[config.mk]
export PLATFORM = sky130hd
export DESIGN_NAME = switch_arb
export DESIGN_NICKNAME = d
export VERILOG_FILES = /design/src/rtl/switch_arb.sv
export SDC_FILE = /design/constraint.sdc
export NUM_CORES = 1
export LEC_CHECK = 0
export ABC_AREA = 1
export CAP_MARGIN = 25
export CORE_MARGIN = 2
export CORE_UTILIZATION = 44
export DETAILED_ROUTE_END_ITERATION = 10
export PLACE_DENSITY_LB_ADDON = 0.3
export SYNTH_ARGS = -nofsm -noshare
export SYNTH_HDL_FRONTEND = slang
export SYNTH_SLANG_ARGS = --single-unit
[constraint.sdc]
create_clock -name clk -period 1.7 [get_ports clk]
set_input_delay 0.425 -clock clk [delete_from_list [all_inputs] [get_ports clk]]
set_output_delay 0.425 -clock clk [all_outputs]
set_load 0.05 [all_outputs]
[src/rtl/switch_arb.sv]
// switch_arb: two-source round-robin arbiter with burst limiting in front of the
// address-routing switch input port. One beat per cycle is granted and forwarded
// through a single output register stage.
//
// Ports:
//   clk, rstn            clock, asynchronous active-low reset
//   en                   arbitration enable (no grants while low)
//   clr                  synchronous clear of the beat counters
//   s0_vld/addr/data     source 0 beat in;  s0_rdy out: beat accepted this cycle
//   s1_vld/addr/data     source 1 beat in;  s1_rdy out: beat accepted this cycle
//   vld/addr/data        registered beat to the switch
//   gnt_id               source of the beat currently on vld/addr/data
//   cnt0, cnt1           saturating accepted-beat counters per source
module switch_arb #(
  parameter int unsigned ADDR_WIDTH = 8,
  parameter int unsigned DATA_WIDTH = 16,
  parameter int unsigned MAX_BURST  = 4,
  parameter int unsigned CNT_WIDTH  = 16
) (
  input  logic                  clk,
  input  logic                  rstn,
  input  logic                  en,
  input  logic                  clr,
  input  logic                  s0_vld,
  input  logic [ADDR_WIDTH-1:0] s0_addr,
  input  logic [DATA_WIDTH-1:0] s0_data,
  output logic                  s0_rdy,
  input  logic                  s1_vld,
  input  logic [ADDR_WIDTH-1:0] s1_addr,
  input  logic [DATA_WIDTH-1:0] s1_data,
  output logic                  s1_rdy,
  output logic                  vld,
  output logic [ADDR_WIDTH-1:0] addr,
  output logic [DATA_WIDTH-1:0] data,
  output logic                  gnt_id,
  output logic [CNT_WIDTH-1:0]  cnt0,
  output logic [CNT_WIDTH-1:0]  cnt1
);

  localparam int unsigned           BurstW   = $clog2(MAX_BURST + 1);
  localparam logic [BurstW-1:0]     BurstMax = BurstW'(MAX_BURST);
  localparam logic [CNT_WIDTH-1:0]  CntMax   = '1;

  typedef enum logic [1:0] {StIdle, StGnt0, StGnt1} state_e;

  state_e              state_q;
  logic                rr_ptr_q;
  logic [BurstW-1:0]   burst_cnt_q;
  logic                gnt0, gnt1, xfer, burst_ok;

  // Grant decode. Gated by rstn so neither source sees rdy while in reset.
  always_comb begin
    gnt0     = 1'b0;
    gnt1     = 1'b0;
    burst_ok = (burst_cnt_q < BurstMax);
    if (rstn && en) begin
      case (state_q)
        StIdle: begin
          if (s0_vld && s1_vld) begin
            gnt0 = ~rr_ptr_q;
            gnt1 = rr_ptr_q;
          end else begin
            gnt0 = s0_vld;
            gnt1 = s1_vld;
          end
        end
        // Owner keeps going until its burst is spent and the other side waits;
        // dropping vld hands over in the same cycle.
        StGnt0: begin
          if (s0_vld && (burst_ok || !s1_vld)) gnt0 = 1'b1;
          else                                 gnt1 = s1_vld;
        end
        StGnt1: begin
          if (s1_vld && (burst_ok || !s0_vld)) gnt1 = 1'b1;
          else                                 gnt0 = s0_vld;
        end
        default: ;
      endcase
    end
  end

  assign s0_rdy = gnt0;
  assign s1_rdy = gnt1;
  assign xfer   = gnt0 | gnt1;

  always_ff @(posedge clk or negedge rstn) begin
    if (!rstn) begin
      state_q     <= StIdle;
      rr_ptr_q    <= 1'b0;
      burst_cnt_q <= '0;
    end else if (!xfer) begin
      // Covers en low too: rr_ptr is left untouched.
      state_q     <= StIdle;
      burst_cnt_q <= '0;
    end else if (gnt0) begin
      state_q     <= StGnt0;
      rr_ptr_q    <= 1'b1;
      if (state_q != StGnt0) burst_cnt_q <= BurstW'(1);
      else if (burst_ok)     burst_cnt_q <= burst_cnt_q + BurstW'(1);
    end else begin
      state_q     <= StGnt1;
      rr_ptr_q    <= 1'b0;
      if (state_q != StGnt1) burst_cnt_q <= BurstW'(1);
      else if (burst_ok)     burst_cnt_q <= burst_cnt_q + BurstW'(1);
    end
  end

  // Output register stage; addr/data/gnt_id hold when no beat is forwarded.
  always_ff @(posedge clk or negedge rstn) begin
    if (!rstn) begin
      vld    <= 1'b0;
      addr   <= '0;
      data   <= '0;
      gnt_id <= 1'b0;
    end else begin
      vld <= xfer;
      if (xfer) begin
        addr   <= gnt1 ? s1_addr : s0_addr;
        data   <= gnt1 ? s1_data : s0_data;
        gnt_id <= gnt1;
      end
    end
  end

  // Beat counters; clr wins over a same-cycle increment.
  always_ff @(posedge clk or negedge rstn) begin
    if (!rstn) begin
      cnt0 <= '0;
      cnt1 <= '0;
    end else if (clr) begin
      cnt0 <= '0;
      cnt1 <= '0;
    end else begin
      if (gnt0 && (cnt0 != CntMax)) cnt0 <= cnt0 + CNT_WIDTH'(1);
      if (gnt1 && (cnt1 != CntMax)) cnt1 <= cnt1 + CNT_WIDTH'(1);
    end
  end

endmodule
==> reports/qor.yml <==
grt_util_met2_pct: 42.3
clk_root_buffer_cell: "sky130_fd_sc_hd__clkbuf_8"
grt_start_max_net_pins: 65
die_footprint_um2: 9790
number_of_flip_flops_and_latches_in_the_synthesized_netlist: 64
wire_length_of_the_first_global_routing_pass_um: 19500
filler_cell_count: 680
ys_dominant_reg_cell: "sky130_fd_sc_hd__dfrtp_1"
p_int_mw: 3.03
p_comb_share_pct: 38.5
num_vias: 4371
cts_tree: "yes"
place_ws_ps: -446
numClockSinks: 64
die-height_um: 99.0
finalNonFillerCells: 858
final_wirelength_um: 11400
post-dp-hpwl_um: 8260
drt_iter0_markers: 215
crit-reg2reg-capture: "data[12]"
final.setup_skew_ps: 7.63
synth-edff-count: 0
avgRoutedWirePerCell_um: 13.3
maxSlewHeadroom_pct: 44.0
synth_async_sr_flop_share_pct: 100
cts_buffers: 9
post_drt_via_cell_ratio: 5.09
reg2regPathDepth: 11
row_count: 34
syn_avg_cell_area_um2: 6.79
mostFrequentLayoutCells: "sky130_fd_sc_hd__nand2_1, sky130_fd_sc_hd__buf_4, sky130_fd_sc_hd__inv_1"
grt_setup_unrepaired: "true"
fin_crit_period_ps: 1870
finalHoldViolations: 0
layout_setup_ws_ps: -170
grt-busiest-layer: "met2"
power_density_nw_per_um2: 802
setup-violations-final: 14
most_frequent_standard_cell_in_the_layout_excluding_fill_and_tap_cells: "sky130_fd_sc_hd__nand2_1"
clkSlewWorstSetupHoldPaths_ps: 70
clockPowerShare_pct: 23.7
maximum_vdd_drop_uv: 694
drc: 0
synth_sequential_area_ratio_pct: 40.4
critical_path_class: "reg -> out"
cp_data_arrival_time_ps: 1450
synth.top_cell.area_share_pct: 40.4
pwr-share-seq_pct: 37.8
post_synth_inst_count: 584
violations: "setup timing"
cts.hold.buffers_added: 0
worst_setup_path_start_kind: "flop"
final_layout_net_count: 803
post_synth_num_cell_types: 34
grt.overflow.total: 0
synth_top_cells_by_area: "sky130_fd_sc_hd__dfrtp_1, sky130_fd_sc_hd__nand2_1, sky130_fd_sc_hd__nand3_1"
grt_pass1_vias: 4370
antenna_found_initial: 0
r2r_start: "burst_cnt_q[2]"
post-place-cells: 833
ant_nets: 0
syn-num-nets: 641
timing.final.crit_share_pct: 110
hold_path.class: "in -> async"
initial_utilization_pct: 45.5
regToRegSetupSlack_ps: -80
first_pass_iters: 4
max_slew.worst_pin.slew_ps: 840
number_of_top_level_pins: 114
crit_fanout: 5
power_leakage_nw: 3.15
grt.met3_usage_pct: 4.47
switching_share_pct: 39.1
worst_ep_required_time_ps: 1270
status: "finished, violations left"
worst_hold_slack_ps: 292
diodes: 0
routability_driven_placement_congestion_ratio: 0.967
synth_top_area_cell: "sky130_fd_sc_hd__dfrtp_1"
clock_insertion_delay_at_the_later_pin_of_the_skew_report_ps: 340
post_route_cells_drive_above_1_share_pct: 24.4
area_delta_synth_final_pct: 56.4
chipWidth_um: 99.0
cts.path.max_buffers: 2
max_cap_violations: 0
grt_util_met1_pct: 28.9
grt.total_usage_pct: 24.1
worstSetupEndpointType: "output port"
h_tree_lvl_count: 3
power_switching_mw: 1.95
slew_violations: 0
fmaxAchievable_mhz: 535
core_um2: 8720
count_of_buffers_from_port_buffering: 113
synth-warning-count: 0
syn_std_cell_area_um2: 3970
-- worst max-delay path, cell delays in order (launching register included) --
cell and delay, ps:
sky130_fd_sc_hd__dfrtp_2 460, sky130_fd_sc_hd__nor2_2 160, sky130_fd_sc_hd__nand2_1 110, sky130_fd_sc_hd__nand3_4 130, sky130_fd_sc_hd__nand2_8 70, sky130_fd_sc_hd__inv_4 60, sky130_fd_sc_hd__buf_12 130
-- worst max path at each step --
stage	endpoint	from	slack [ps]
after global placement	s0_rdy	s1_vld	-350
final	s1_rdy	state_q[0]	-170
after CTS	s1_rdy	state_q[1]	-170
after floorplan	s1_rdy	rstn	8
after global routing	s1_rdy	burst_cnt_q[2]	-230
after detailed placement	addr[0]	s0_vld	-450
-- metal layers --
metal / vias to the layer above / part of all wire, %
met5: - / 0
met3: 33 / 6.7
met1: 2044 / 39
met4: 0 / 2.7
li1: 2117 / -
met2: 177 / 51
-- sequential cells by signal, indices dropped and copies added (netlist names), 2 cells and up --
signal       flops
burst_cnt_q      3
state_q          2
data            16
cnt0            16
cnt1            16
addr             8
-- synthesized netlist by cell type (2+ instances only) --
cell / number
sky130_fd_sc_hd__nand4_1: 12
sky130_fd_sc_hd__nand3_1: 69
sky130_fd_sc_hd__nor2_1: 57
sky130_fd_sc_hd__nor2_2: 6
sky130_fd_sc_hd__dfrtp_1: 64
sky130_fd_sc_hd__nor3_1: 3
sky130_fd_sc_hd__nand2_1: 239
sky130_fd_sc_hd__inv_2: 2
sky130_fd_sc_hd__nor2_4: 4
sky130_fd_sc_hd__o21ai_0: 7
sky130_fd_sc_hd__inv_1: 72
sky130_fd_sc_hd__xor2_1: 6
sky130_fd_sc_hd__xnor2_1: 3
sky130_fd_sc_hd__buf_2: 3
sky130_fd_sc_hd__buf_6: 7
sky130_fd_sc_hd__o21bai_1: 3
sky130_fd_sc_hd__buf_4: 2
sky130_fd_sc_hd__ha_1: 3
sky130_fd_sc_hd__a21o_1: 2
sky130_fd_sc_hd__clkbuf_1: 5
sky130_fd_sc_hd__nand3_2: 2
-- logic make-up (layout without fill, tap and decap cells) --
group	count (synthesis)	after routing	synth area share [%]
AOI/OAI and AO/OA	15	15	2.30
xor gates and xnor gates	9	9	1.99
adders and majority gates	3	3	0.946
buffers and inverters	95	261	11.1
DFF	64	64	40.4
and+or+nand+nor	398	398	43.3
-- stage by stage --
stage / utilization (%) / cell area, um2 / setup TNS (ps) / power [mW]
4_1_cts: 70.7 / 6160 / -554 / 4.98
6_report: 71.2 / 6210 / -726 / 4.98
2_1_floorplan: - / 4040 / 0 / 2.99
5_1_grt: 71.2 / 6210 / -3500 / 5.21
3_5_place_dp: 67.0 / 5840 / -22210 / 3.74
3_3_place_gp: 67.0 / 5840 / -17490 / 3.70
-- area by class of cell --
cell class | count | area, um2 | area share [%]
timing repair buffer | 169 | 1950 | 31.4
sequential | 64 | 1620 | 26.1
clock inverter | 4 | 20.0 | 0.323
tap | 108 | 135 | 2.18
inverter | 77 | 312 | 5.02
multi-input combinational | 425 | 2020 | 32.6
clock buffer | 11 | 151 | 2.44
-- timing repair --
action                     CTS  global route
pin swaps                    7             1
cloned                       1             0
resized for setup           17            10
setup endpoints to repair   29            47
buffers inserted            10             0
-- power by group through the flow --
stage | Combinational, mW | Sequential, mW | Clock, mW
floorplan | 0.431 | 2.56 | 0
global placement | 1.80 | 1.90 | 0
detailed placement | 1.85 | 1.90 | 0
CTS | 1.91 | 1.88 | 1.19
global route | 2.04 | 1.90 | 1.26
finish | 1.92 | 1.88 | 1.18
No activity file was read; power rests on OpenSTA's default activity.
